### src/rtl/db_qp_ram_ctrl_pkg.sv
// Shared definitions for the deblocking top-QP line-buffer controller:
// FSM encoding, QP word field offsets and the default clear word.
package db_qp_ram_ctrl_pkg;

  typedef enum logic {
    ST_IDLE  = 1'b0,
    ST_CLEAR = 1'b1
  } state_e;

  localparam int QP_TOP_LSB  = 0;
  localparam int QP_MOD_LSB  = 6;
  localparam int QP_FLAG_LSB = 12;
  localparam int QP_WORD_W   = 20;

  localparam logic [QP_WORD_W-1:0] CLR_VALUE_DEF = 20'h0;

  function automatic logic [QP_WORD_W-1:0] qp_pack(input logic [5:0] qp_top,
                                                   input logic [5:0] qp_mod,
                                                   input logic [7:0] qp_flag);
    qp_pack = {qp_flag, qp_mod, qp_top};
  endfunction

endpackage

### src/rtl/db_qp_ram_ctrl_arb.sv
// Read/write arbiter for the QP line buffer: read wins unless the write
// has been starved for WR_STARVE_MAX cycles or no read is pending.
module db_qp_ram_arb #(
  parameter int WR_STARVE_MAX = 2
) (
  input  logic clk,
  input  logic rst_n,
  input  logic arb_en_i,
  input  logic idle_i,
  input  logic rd_req_i,
  input  logic wr_req_i,
  output logic rd_gnt_o,
  output logic wr_gnt_o
);

  localparam int AGE_W = (WR_STARVE_MAX < 1) ? 1 : $clog2(WR_STARVE_MAX + 1);
  localparam logic [AGE_W-1:0] AGE_MAX = AGE_W'(WR_STARVE_MAX);

  logic [AGE_W-1:0] wr_age_q, wr_age_d;
  logic             wr_win;

  assign wr_win   = wr_req_i && (!rd_req_i || (wr_age_q >= AGE_MAX));
  assign wr_gnt_o = arb_en_i && wr_win;
  assign rd_gnt_o = arb_en_i && rd_req_i && !wr_win;

  // Age saturates at the threshold; any value beyond it behaves identically.
  always_comb begin
    wr_age_d = wr_age_q;
    if (wr_gnt_o)
      wr_age_d = '0;
    else if (idle_i && wr_req_i && (wr_age_q != AGE_MAX))
      wr_age_d = wr_age_q + AGE_W'(1);
  end

  always_ff @(posedge clk) begin
    if (!rst_n) wr_age_q <= '0;
    else        wr_age_q <= wr_age_d;
  end

endmodule

### src/rtl/db_qp_ram_ctrl.sv
// Top-QP line-buffer controller: arbitrates reads/writes to a single-port RAM
// and sequences the frame-start clear. Stall counters under DB_QP_CTRL_STAT_EN.
module db_qp_ram_ctrl
  import db_qp_ram_ctrl_pkg::*;
#(
  parameter int                    WORD_WIDTH    = 20,
  parameter int                    ADDR_WIDTH    = 8,
  parameter int                    WR_STARVE_MAX = 2,
  parameter logic [WORD_WIDTH-1:0] CLR_VALUE     = WORD_WIDTH'(CLR_VALUE_DEF)
) (
  input  logic                  clk,
  input  logic                  rst_n,
  input  logic                  clr_start_i,
  input  logic [ADDR_WIDTH:0]   clr_len_i,
  output logic                  clr_busy_o,
  output logic                  clr_done_o,
  input  logic                  rd_req_i,
  input  logic [ADDR_WIDTH-1:0] rd_addr_i,
  output logic                  rd_gnt_o,
  output logic                  rd_vld_o,
  output logic [WORD_WIDTH-1:0] rd_data_o,
  input  logic                  wr_req_i,
  input  logic [ADDR_WIDTH-1:0] wr_addr_i,
  input  logic [WORD_WIDTH-1:0] wr_data_i,
  output logic                  wr_gnt_o,
  output logic                  ram_cen_o,
  output logic                  ram_oen_o,
  output logic                  ram_wen_o,
  output logic [ADDR_WIDTH-1:0] ram_addr_o,
  output logic [WORD_WIDTH-1:0] ram_data_o,
  input  logic [WORD_WIDTH-1:0] ram_data_i,
  output logic [15:0]           rd_stall_cnt_o,
  output logic [15:0]           wr_stall_cnt_o
);

  localparam int CW = ADDR_WIDTH + 1;
  localparam logic [CW-1:0] DEPTH = CW'(1) << ADDR_WIDTH;

  state_e        state_q, state_d;
  logic [CW-1:0] clr_cnt_q, clr_cnt_d;
  logic [CW-1:0] clr_tgt_q, clr_tgt_d;
  logic          clr_wr, clr_last;
  logic          arb_en;
  logic          rd_vld_q, oen_q;

  // Clear FSM. Done is raised alongside the final write so a clear of N
  // entries occupies exactly N busy cycles; a zero-length clear takes one.
  always_comb begin
    state_d   = state_q;
    clr_cnt_d = clr_cnt_q;
    clr_tgt_d = clr_tgt_q;
    clr_wr    = 1'b0;
    clr_last  = 1'b0;
    case (state_q)
      ST_IDLE: begin
        if (clr_start_i) begin
          state_d   = ST_CLEAR;
          clr_cnt_d = '0;
          clr_tgt_d = (clr_len_i > DEPTH) ? DEPTH : clr_len_i;
        end
      end
      ST_CLEAR: begin
        if (clr_cnt_q != clr_tgt_q) begin
          clr_wr    = 1'b1;
          clr_cnt_d = clr_cnt_q + CW'(1);
        end
        if ((clr_cnt_q == clr_tgt_q) || (clr_cnt_q + CW'(1) == clr_tgt_q)) begin
          clr_last = 1'b1;
          state_d  = ST_IDLE;
        end
      end
      default: state_d = ST_IDLE;
    endcase
  end

  always_ff @(posedge clk) begin
    if (!rst_n) begin
      state_q   <= ST_IDLE;
      clr_cnt_q <= '0;
      clr_tgt_q <= '0;
    end else begin
      state_q   <= state_d;
      clr_cnt_q <= clr_cnt_d;
      clr_tgt_q <= clr_tgt_d;
    end
  end

  assign clr_busy_o = rst_n && (state_q == ST_CLEAR);
  assign clr_done_o = rst_n && clr_last;

  // No grants in CLEAR, in the start cycle, or while reset is held.
  assign arb_en = rst_n && (state_q == ST_IDLE) && !clr_start_i;

  db_qp_ram_arb #(
    .WR_STARVE_MAX (WR_STARVE_MAX)
  ) u_arb (
    .clk      (clk),
    .rst_n    (rst_n),
    .arb_en_i (arb_en),
    .idle_i   (state_q == ST_IDLE),
    .rd_req_i (rd_req_i),
    .wr_req_i (wr_req_i),
    .rd_gnt_o (rd_gnt_o),
    .wr_gnt_o (wr_gnt_o)
  );

  always_comb begin
    ram_cen_o  = 1'b1;
    ram_wen_o  = 1'b1;
    ram_addr_o = '0;
    ram_data_o = '0;
    if (rd_gnt_o) begin
      ram_cen_o  = 1'b0;
      ram_addr_o = rd_addr_i;
    end else if (wr_gnt_o) begin
      ram_cen_o  = 1'b0;
      ram_wen_o  = 1'b0;
      ram_addr_o = wr_addr_i;
      ram_data_o = wr_data_i;
    end else if (rst_n && clr_wr) begin
      ram_cen_o  = 1'b0;
      ram_wen_o  = 1'b0;
      ram_addr_o = clr_cnt_q[ADDR_WIDTH-1:0];
      ram_data_o = CLR_VALUE;
    end
  end

  always_ff @(posedge clk) begin
    if (!rst_n) begin
      rd_vld_q <= 1'b0;
      oen_q    <= 1'b1;
    end else begin
      rd_vld_q <= rd_gnt_o;
      oen_q    <= ~rd_gnt_o;
    end
  end

  assign rd_vld_o  = rd_vld_q;
  assign ram_oen_o = oen_q;
  assign rd_data_o = rd_vld_q ? ram_data_i : '0;

`ifdef DB_QP_CTRL_STAT_EN
  logic [15:0] rd_stall_q, wr_stall_q;

  always_ff @(posedge clk) begin
    if (!rst_n) begin
      rd_stall_q <= '0;
      wr_stall_q <= '0;
    end else begin
      if (rd_req_i && !rd_gnt_o && (rd_stall_q != 16'hFFFF)) rd_stall_q <= rd_stall_q + 16'd1;
      if (wr_req_i && !wr_gnt_o && (wr_stall_q != 16'hFFFF)) wr_stall_q <= wr_stall_q + 16'd1;
    end
  end

  assign rd_stall_cnt_o = rd_stall_q;
  assign wr_stall_cnt_o = wr_stall_q;
`else
  assign rd_stall_cnt_o = '0;
  assign wr_stall_cnt_o = '0;
`endif

endmodule
### config.mk
export PLATFORM = sky130hd
export DESIGN_NAME = db_qp_ram_ctrl
export DESIGN_NICKNAME = d
export VERILOG_FILES = /design/src/rtl/db_qp_ram_ctrl_pkg.sv /design/src/rtl/db_qp_ram_ctrl_arb.sv /design/src/rtl/db_qp_ram_ctrl.sv
export SDC_FILE = /design/constraint.sdc
export NUM_CORES = 1
export LEC_CHECK = 0
export CAP_MARGIN = 20
export CORE_ASPECT_RATIO = 1.1
export CORE_MARGIN = 8
export CORE_UTILIZATION = 35
export DETAILED_ROUTE_END_ITERATION = 8
export GPL_TIMING_DRIVEN = 0
export PLACE_DENSITY = 0.81
export SYNTH_ARGS = -nofsm -noshare
export SYNTH_HDL_FRONTEND = slang
export SYNTH_SLANG_ARGS = --single-unit
export TNS_END_PERCENT = 50
### constraint.sdc
create_clock -name clk -period 2.4 [get_ports clk]
set_clock_uncertainty 0.05 [all_clocks]
set_input_delay 0.24 -clock clk [delete_from_list [all_inputs] [get_ports clk]]
set_output_delay 0.24 -clock clk [all_outputs]
set_load 0.005 [all_outputs]
==> flow_summary.rst, run 1 <==
.. list-table::
   :header-rows: 1

   * - Metric
     - Value
   * - Number of synthesized flops with an enable pin
     - 0
   * - End-of-flow core utilization
     - 64.1%
   * - Critical path required time
     - about 2.1 ns
   * - Core box area
     - 0.00612 mm²
   * - Ranking of synthesized cells by instance count
     - sky130_fd_sc_hd__and2_1 (44), sky130_fd_sc_hd__buf_4 (32), sky130_fd_sc_hd__a21oi_1 (30), sky130_fd_sc_hd__nand2_1 (29)
   * - Sequential Power Share
     - about a third
   * - Number of hold violations in the final report
     - 0
   * - FFs w/ async S/R, synth
     - 0%
   * - Power consumption
     - 1290 µW
   * - Min setup slack post-route
     - -0.112 ns
   * - Final ANT Viol Nets
     - 0
   * - Row count
     - 30
   * - Number of input and output port buffers inserted
     - roughly 120
   * - Routed via count
     - between 2k and 3k
   * - Global route total overflow
     - 0
   * - Unrepaired setup endpoints after global routing
     - yes
   * - Via count of the first global-routing pass
     - approximately 2.5k
   * - Combined global-route utilization of all metal layers
     - between 15 and 20%
   * - Violations in the final reports
     - negative setup slack
   * - Crit Path Max Fanout
     - 5
   * - Syn Area/Cell
     - 7.28 µm²
   * - Residual DRC count
     - 0
   * - Die area
     - 0.00905 mm²
   * - CTS tree
     - yes
   * - Power spent charging and discharging nets
     - roughly 440 µW
   * - Combinational share of power
     - between 40% and 50%
   * - Fraction of final layout cells sized beyond drive strength 1
     - between 10% and 20%
   * - Most used flip-flop cell after synthesis
     - sky130_fd_sc_hd__dfxtp_1
   * - Post-synthesis sequential area ratio
     - between 20% and 30%
   * - Effective utilization at floorplan
     - between 30% and 40%
   * - Clock-pin slew of the registers on the worst-case setup and hold paths
     - ~0.09 ns
   * - P&R area growth vs syn
     - 79.0%
   * - Cts bufs inserted
     - 3
   * - Worst ir drop on vdd
     - roughly 250 µV
   * - Depth of the CTS H-tree
     - 1
   * - Fraction of power spent switching nets
     - between 30% and 40%
   * - Synth Cell Area
     - roughly 0.0022 mm²
   * - Type of element launching the critical path
     - register
   * - Total inserted antenna cells
     - 0
   * - Cells along the critical path
     - buf_4 > nand3_2 > xnor2_1 > or4_1 > a311oi_2 > a31o_1 > buf_2
   * - Final setup violation count
     - 1
   * - Hold Path Class
     - register to register
   * - Cell accounting for the most synthesized area
     - sky130_fd_sc_hd__dfxtp_1
   * - Area fraction of the dominant cell type after synthesis
     - 21.0%
   * - Worst hold slack across all endpoints
     - around 0.45 ns
   * - Number of distinct library cell variants in the gate-level netlist after synthesis
     - 52
   * - Count of synthesis-stage warnings from yosys
     - 0
   * - Post-route clock period utilization
     - 105%
   * - Horizontal die dimension
     - just over 90 µm
   * - First-pass GRT wire length
     - around 13000 µm
   * - Max cap viols
     - 0
   * - Initial drt markers
     - between 100 and 150
   * - Largest net degree at the start of global routing
     - 14
   * - DR WL/cell
     - between 15 and 20 µm
   * - Initial antenna violation count
     - 0
   * - Highest achievable clock rate
     - about 0.4 GHz
   * - Count of clock tree sinks
     - 23
   * - Leakage power total
     - roughly 0.0018 µW
   * - Clock Tree Buf Depth
     - 2
   * - Die Height
     - 99.0 µm
   * - Total wire length
     - around 8700 µm
   * - Standard cell with the maximum stage delay on the critical path
     - sky130_fd_sc_hd__or4_1
   * - Initial DRT Pass Iterations
     - 4
   * - Minimum clock period after layout
     - approximately 2.5 ns
   * - Critical path capture point type
     - primary output
   * - Clock power frac
     - about 19%
   * - Path type of the worst setup path
     - register to primary output
   * - Cell with the most instances after synthesis
     - sky130_fd_sc_hd__and2_1
   * - PD cells
     - between 300 and 400 mW/mm²
   * - Critical path arrival
     - 2.22 ns
   * - Cts-stage hold buffer count
     - 0
   * - Routability congestion estimate
     - between 0.9 and 1
   * - Number of top-level pins
     - ~160
   * - Post-synthesis sequential element count
     - 23
   * - Maximum cell stage delay along the critical path
     - approximately 0.53 ns
   * - Final number of max-transition violations
     - 0
   * - Clock root cell
     - sky130_fd_sc_hd__clkbuf_8
   * - Synth top area cells
     - sky130_fd_sc_hd__dfxtp_1 (21%), sky130_fd_sc_hd__and2_1 (13%), sky130_fd_sc_hd__buf_4 (11%)
   * - Internal power consumption
     - approximately 850 µW
   * - Status
     - complete, but fails checks
   * - Layout net count
     - about 540
   * - Final HPWL from detailed placement
     - ~7200 µm
   * - Ratio of routed vias to standard cells
     - 4.80
   * - Mapped Cells
     - 301
   * - Clock network latency to the later pin of the worst-skew pair
     - around 0.27 ns
==> worst max-delay path, delay by kind of cell (launching register included) <==
kind / cells / cell delay [ns]
XOR/XNOR: 1 / 0.14
AO/OA/AOI/OAI: 2 / 0.52
flip-flops: 1 / 0.36
buffers and inverters: 2 / 0.29
AND/OR/NAND/NOR: 2 / 0.65
==> per-layer routing <==
| metal | part of all wire, % | global-route usage (%) | vias to the layer above |
|---|---|---|---|
| met4 | 1.4 | 5.04 | 0 |
| met1 | 35 | 18.6 | 1205 |
| met3 | 9.9 | 5.17 | 13 |
| met5 | 0 | 0 | - |
| met2 | 54 | 33.9 | 110 |
| li1 | - | - | 1305 |
==> final timing paths <==
check / slack, ns / startpoint / to / cells after the start
worst max-delay path: -0.11 / clr_cnt_q[1] / clr_done_o / 7
worst min-delay path: 0.45 / clr_tgt_q[4] / clr_tgt_q[4] / 2
worst max register to register: 0.30 / clr_cnt_q[5] / clr_cnt_q[8] / 7
worst min register to register: 0.45 / clr_tgt_q[4] / clr_tgt_q[4] / 2
==> layout by cell type (no fill, tap or decap), types with 7 or more instances in the layout <==
master                            instances
sky130_fd_sc_hd__a21oi_1                 29
sky130_fd_sc_hd__nand3b_1                 8
sky130_fd_sc_hd__nand2_1                 27
sky130_fd_sc_hd__and2_1                  43
sky130_fd_sc_hd__clkdlybuf4s50_1         93
sky130_fd_sc_hd__dfxtp_1                 17
sky130_fd_sc_hd__clkbuf_1                 7
sky130_fd_sc_hd__nor2_1                  22
sky130_fd_sc_hd__dlygate4sd2_1           24
sky130_fd_sc_hd__inv_1                    8
sky130_fd_sc_hd__conb_1                  32
sky130_fd_sc_hd__buf_4                   37
==> final cells by class <==
| cell class | instances | area [µm²] |
|---|---|---|
| well taps | 80 | 100 |
| clock buffers | 3 | 41.3 |
| repair buffers | 132 | 1290 |
| inverters | 8 | 30.0 |
| plain buffers | 52 | 367 |
| fillers | 532 | 2200 |
| flip-flops and latches | 23 | 473 |
| multi-input cells | 249 | 1610 |
| clock inverters | 1 | 5.00 |
==> power groups by stage <==
| stage | combinational, µW | clock (µW) | sequential [µW] |
|---|---|---|---|
| floorplan | 287 | 0 | 433 |
| global placement | 537 | 0 | 438 |
| detailed placement | 547 | 0 | 440 |
| CTS | 593 | 253 | 430 |
| global route | 666 | 268 | 435 |
| finish | 611 | 251 | 432 |
==> stage by stage <==
| step | setup slack [ns] | setup TNS (ns) | cells | area (µm²) |
|---|---|---|---|---|
| 6_report | -0.112 | -0.112 | 548 | 3920 |
| 3_3_place_gp | -0.538 | -11.97 | 536 | 3650 |
| 4_1_cts | -0.130 | -0.601 | 547 | 3840 |
| 3_5_place_dp | -0.609 | -13.78 | 536 | 3650 |
| 2_1_floorplan | 0.313 | 0 | 332 | 2310 |
| 5_1_grt | -0.184 | -0.184 | 548 | 3920 |
==> cells by family (layout without fill, tap and decap cells) <==
| group | count (synthesis) | in the layout | synth area share, % |
|---|---|---|---|
| xor gates and xnor gates | 13 | 13 | 6.74 |
| and+or+nand+nor | 137 | 137 | 34.4 |
| AOI/OAI and AO/OA | 63 | 63 | 19.1 |
| adders and majority gates | 2 | 2 | 1.14 |
| muxes | 2 | 2 | 0.971 |
| buffers and inverters | 60 | 196 | 16.4 |
| DFF | 23 | 23 | 21.0 |
| other | 1 | 32 | 0.171 |
==> repair_timing <==
action,4_1_cts,5_1_grt
cloned,1,0
pin swaps,8,5
resized for setup,63,21
setup endpoints to repair,32,11
buffers inserted,6,1
==> flip-flops by register name (all words and copies together) (netlist names) <==
signal	cells
clr_cnt_q	9
clr_tgt_q	9
rd_vld_o	1
state_q	1
ram_oen_o	1
u_arb.wr_age_q	2
Note: power is estimated with default switching activity, not from simulation.
==> run 2: changes to the inputs <==
--- a/config.mk
+++ b/config.mk
@@ -12,6 +12,7 @@
 export DETAILED_ROUTE_END_ITERATION = 8
 export GPL_TIMING_DRIVEN = 0
 export PLACE_DENSITY = 0.81
+export SETUP_SLACK_MARGIN = 0.4
 export SYNTH_ARGS = -nofsm -noshare
 export SYNTH_HDL_FRONTEND = slang
 export SYNTH_SLANG_ARGS = --single-unit
==> flow_summary.rst, run 2 (same netlist as run 1, synthesis figures left out) <==
.. list-table::
   :header-rows: 1

   * - Metric
     - Value
   * - Critical path arrival
     - 2.22 ns (about the same)
   * - Type of element launching the critical path
     - register
   * - Crit Path Max Fanout
     - 9 (+4)
   * - Placed cell count
     - 536 (unchanged)
   * - Largest net degree at the start of global routing
     - 14 (unchanged)
   * - Initial DRT Pass Iterations
     - 5 (+1)
   * - Worst hold slack across all endpoints
     - 0.461 ns (+0.0142 ns)
   * - First-pass GRT wire length
     - 14200 µm (+7.2%)
   * - Row count
     - 30 (unchanged)
   * - Clock root cell
     - sky130_fd_sc_hd__clkbuf_8
   * - Hold Path Class
     - register to register
   * - Final setup violation count
     - 1 (unchanged)
   * - Global route total overflow
     - 0 (unchanged)
   * - DR WL/cell
     - 18.3 µm (+15%)
   * - Status
     - complete, but fails checks
   * - Initial drt markers
     - 209 (+71%)
   * - Largest registers in the final layout
     - clr_cnt_q: 9 flops, clr_tgt_q: 9 flops, u_arb.wr_age_q: 2 flops
   * - Horizontal die dimension
     - 91.4 µm (unchanged)
   * - Die Height
     - 99.0 µm (unchanged)
   * - Number of input and output port buffers inserted
     - 124 (unchanged)
   * - Residual DRC count
     - 0 (unchanged)
   * - Ratio of routed vias to standard cells
     - 5.09 (+5.9%)
   * - Worst Hold Endpoint
     - clr_tgt_q[6]
   * - Final number of max-transition violations
     - 0 (unchanged)
   * - Routed via count
     - 2932 (+11%)
   * - Clock network latency to the later pin of the worst-skew pair
     - 0.28 ns (about the same)
   * - Final ANT Viol Nets
     - 0 (unchanged)
   * - Critical path required time
     - 2.11 ns (about the same)
   * - Power spent charging and discharging nets
     - 513 µW (+16%)
   * - Die area
     - 0.00905 mm² (unchanged)
   * - Max cap viols
     - 0 (unchanged)
   * - Violations in the final reports
     - negative setup slack
   * - Post-route clock period utilization
     - 105% (about the same)
   * - Path type of the worst setup path
     - register to primary output
   * - Routability congestion estimate
     - 0.937 (-0.84%)
   * - P&R area growth vs syn
     - 97.5%
   * - Number of hold violations in the final report
     - 0 (unchanged)
   * - Minimum clock period after layout
     - 2.51 ns (-0.00108 ns)
   * - Total inserted antenna cells
     - 0 (unchanged)
   * - Initial antenna violation count
     - 0 (unchanged)
   * - Core box area
     - 0.00612 mm² (unchanged)
   * - Number of top-level pins
     - 158 (unchanged)
   * - Layout net count
     - 569 (+5.2%)
   * - R2R Path Start
     - clr_cnt_q[5]
   * - Clock Tree Buf Depth
     - 2 (unchanged)
   * - Internal power consumption
     - 929 µW (+8.9%)
   * - CTS tree
     - yes
   * - Clock power frac
     - 18.2% (-1.2 points)
   * - Worst ir drop on vdd
     - 193 µV (-23%)
   * - Fraction of power spent switching nets
     - 35.6% (+1.5 points)
   * - PD cells
     - 333 mW/mm² (+0.95%)
   * - Sequential Power Share
     - 30.5% (-2.9 points)
   * - Met2 track demand over resource in global routing
     - 36.9% (+3.1 points)
   * - Cts bufs inserted
     - 3 (unchanged)
   * - Clock-pin slew of the registers on the worst-case setup and hold paths
     - 0.09 ns (about the same)
   * - Launch point of the critical path
     - clr_cnt_q[5]
   * - Combined global-route utilization of all metal layers
     - 19.3% (+1.3 points)
   * - Count of clock tree sinks
     - 23 (unchanged)
   * - Final HPWL from detailed placement
     - 7360 µm (+2.4%)
   * - Worst setup slack for register-to-register paths
     - 0.35 ns (+0.05 ns)
   * - Top Usage Layer GRT
     - met2
   * - Fraction of final layout cells sized beyond drive strength 1
     - 35.7% (+17 points)
   * - Reg-to-reg endpoint
     - state_q
   * - Leakage power total
     - 0.00190 µW (+5.3%)
   * - Most frequent standard cell in the layout excluding fill and tap cells
     - sky130_fd_sc_hd__clkdlybuf4s50_1
   * - Startpoint of the lowest-slack hold path
     - clr_tgt_q[6]
   * - Hold path depth
     - 2 (unchanged)
   * - Depth of the CTS H-tree
     - 1 (unchanged)
   * - Combinational share of power
     - 51.3% (+4.1 points)
   * - Via count of the first global-routing pass
     - 2699 (+6.9%)
   * - Critical path capture point type
     - primary output
   * - Min setup slack post-route
     - -0.111 ns (+0.00108 ns)
   * - Non-filler instance count after layout
     - 576 (+5.1%)
   * - Worst-Margin Slew
     - 0.588 ns
   * - Highest achievable clock rate
     - 0.398 GHz (about the same)
   * - Total wire length
     - 10500 µm (+21%)
   * - Most frequent cells in the layout
     - sky130_fd_sc_hd__clkdlybuf4s50_1 (89), sky130_fd_sc_hd__buf_4 (53), sky130_fd_sc_hd__buf_6 (34), sky130_fd_sc_hd__conb_1 (32)
   * - Global routing met3 resource utilization
     - 4.11% (-1.1 points)
   * - R2R cell count
     - 10 (+3)
   * - Worst-case headroom to the max-slew limit
     - between 60 and 70%
   * - Effective utilization at floorplan
     - 35.8% (unchanged)
   * - Unrepaired setup endpoints after global routing
     - yes
   * - Met1 usage
     - 20.1% (+1.5 points)
==> run 2: changes by cell type in the layout (fill, tap and decap cells not counted), sizes merged <==
cell / change
clkdlybuf4s50: -4
dlygate4sd2: -18
buf: +56
dlymetal6s2s: -6
==> run 2: metrics by stage <==
step / setup WS, ns / area [µm²] / power, µW / TNS [ns] / utilization (%)
6_report: -0.111 / 4330 / 1440 / -0.111 / 70.7
5_1_grt: -0.134 / 4330 / 1500 / -0.196 / 70.7
4_1_cts: -0.0696 / 3970 / 1330 / -0.142 / 64.9
3_5_place_dp: -0.580 / 3660 / 990 / -12.83 / 59.9
3_3_place_gp: -0.537 / 3660 / 981 / -12.28 / 59.9
2_1_floorplan: 0.439 / 2320 / 724 / 0 / -
==> run 2: timing repair <==
action / CTS / global route
hold buffers: 0 / 0
cloned: 2 / 0
buffers inserted: 18 / 16
pin swaps: 19 / 35
resized for setup: 159 / 83
endpoints found under the setup margin: 35 / 36
==> run 2: critical path, stage by stage, from the launching register on <==
cell,delay (ns)
sky130_fd_sc_hd__dfxtp_1,0.33
sky130_fd_sc_hd__clkbuf_4,0.20
sky130_fd_sc_hd__and2_1,0.17
sky130_fd_sc_hd__clkbuf_2,0.16
sky130_fd_sc_hd__a21o_1,0.20
sky130_fd_sc_hd__a32o_2,0.27
sky130_fd_sc_hd__a211oi_2,0.28
sky130_fd_sc_hd__a31o_1,0.20
sky130_fd_sc_hd__buf_2,0.13
==> run 2: layout make-up <==
type,count,area (µm²)
fill,457,1790
multi-input combinational,249,1760
timing repair buffer,160,1530
sequential,23,479
buffer,52,377
tap,80,100
clock buffer,3,41.3
inverter,8,30.0
clock inverter,1,5.00
==> run 2: how the worst max path moves through the flow <==
stage,endpoint,slack [ns],cells after the start
after CTS,clr_done_o,-0.07,6
after detailed placement,ram_data_o[15],-0.58,7
final,clr_done_o,-0.11,8
after global placement,ram_data_o[3],-0.54,7
after global routing,clr_done_o,-0.13,8
after floorplan,clr_done_o,0.44,6
==> run 2: per-layer routing <==
metal	wire [µm]	part of all wire (%)
met5	0	0
met4	315	3.0
met3	910	8.6
met2	5710	54
met1	3600	34
==> run 2: power by group through the flow <==
stage               Clock (µW)  Sequential (µW)  Combinational [µW]
floorplan                    0              435                 289
detailed placement           0              442                 549
global placement             0              440                 541
finish                     262              440                 740
global route               272              441                 788
CTS                        263              433                 634
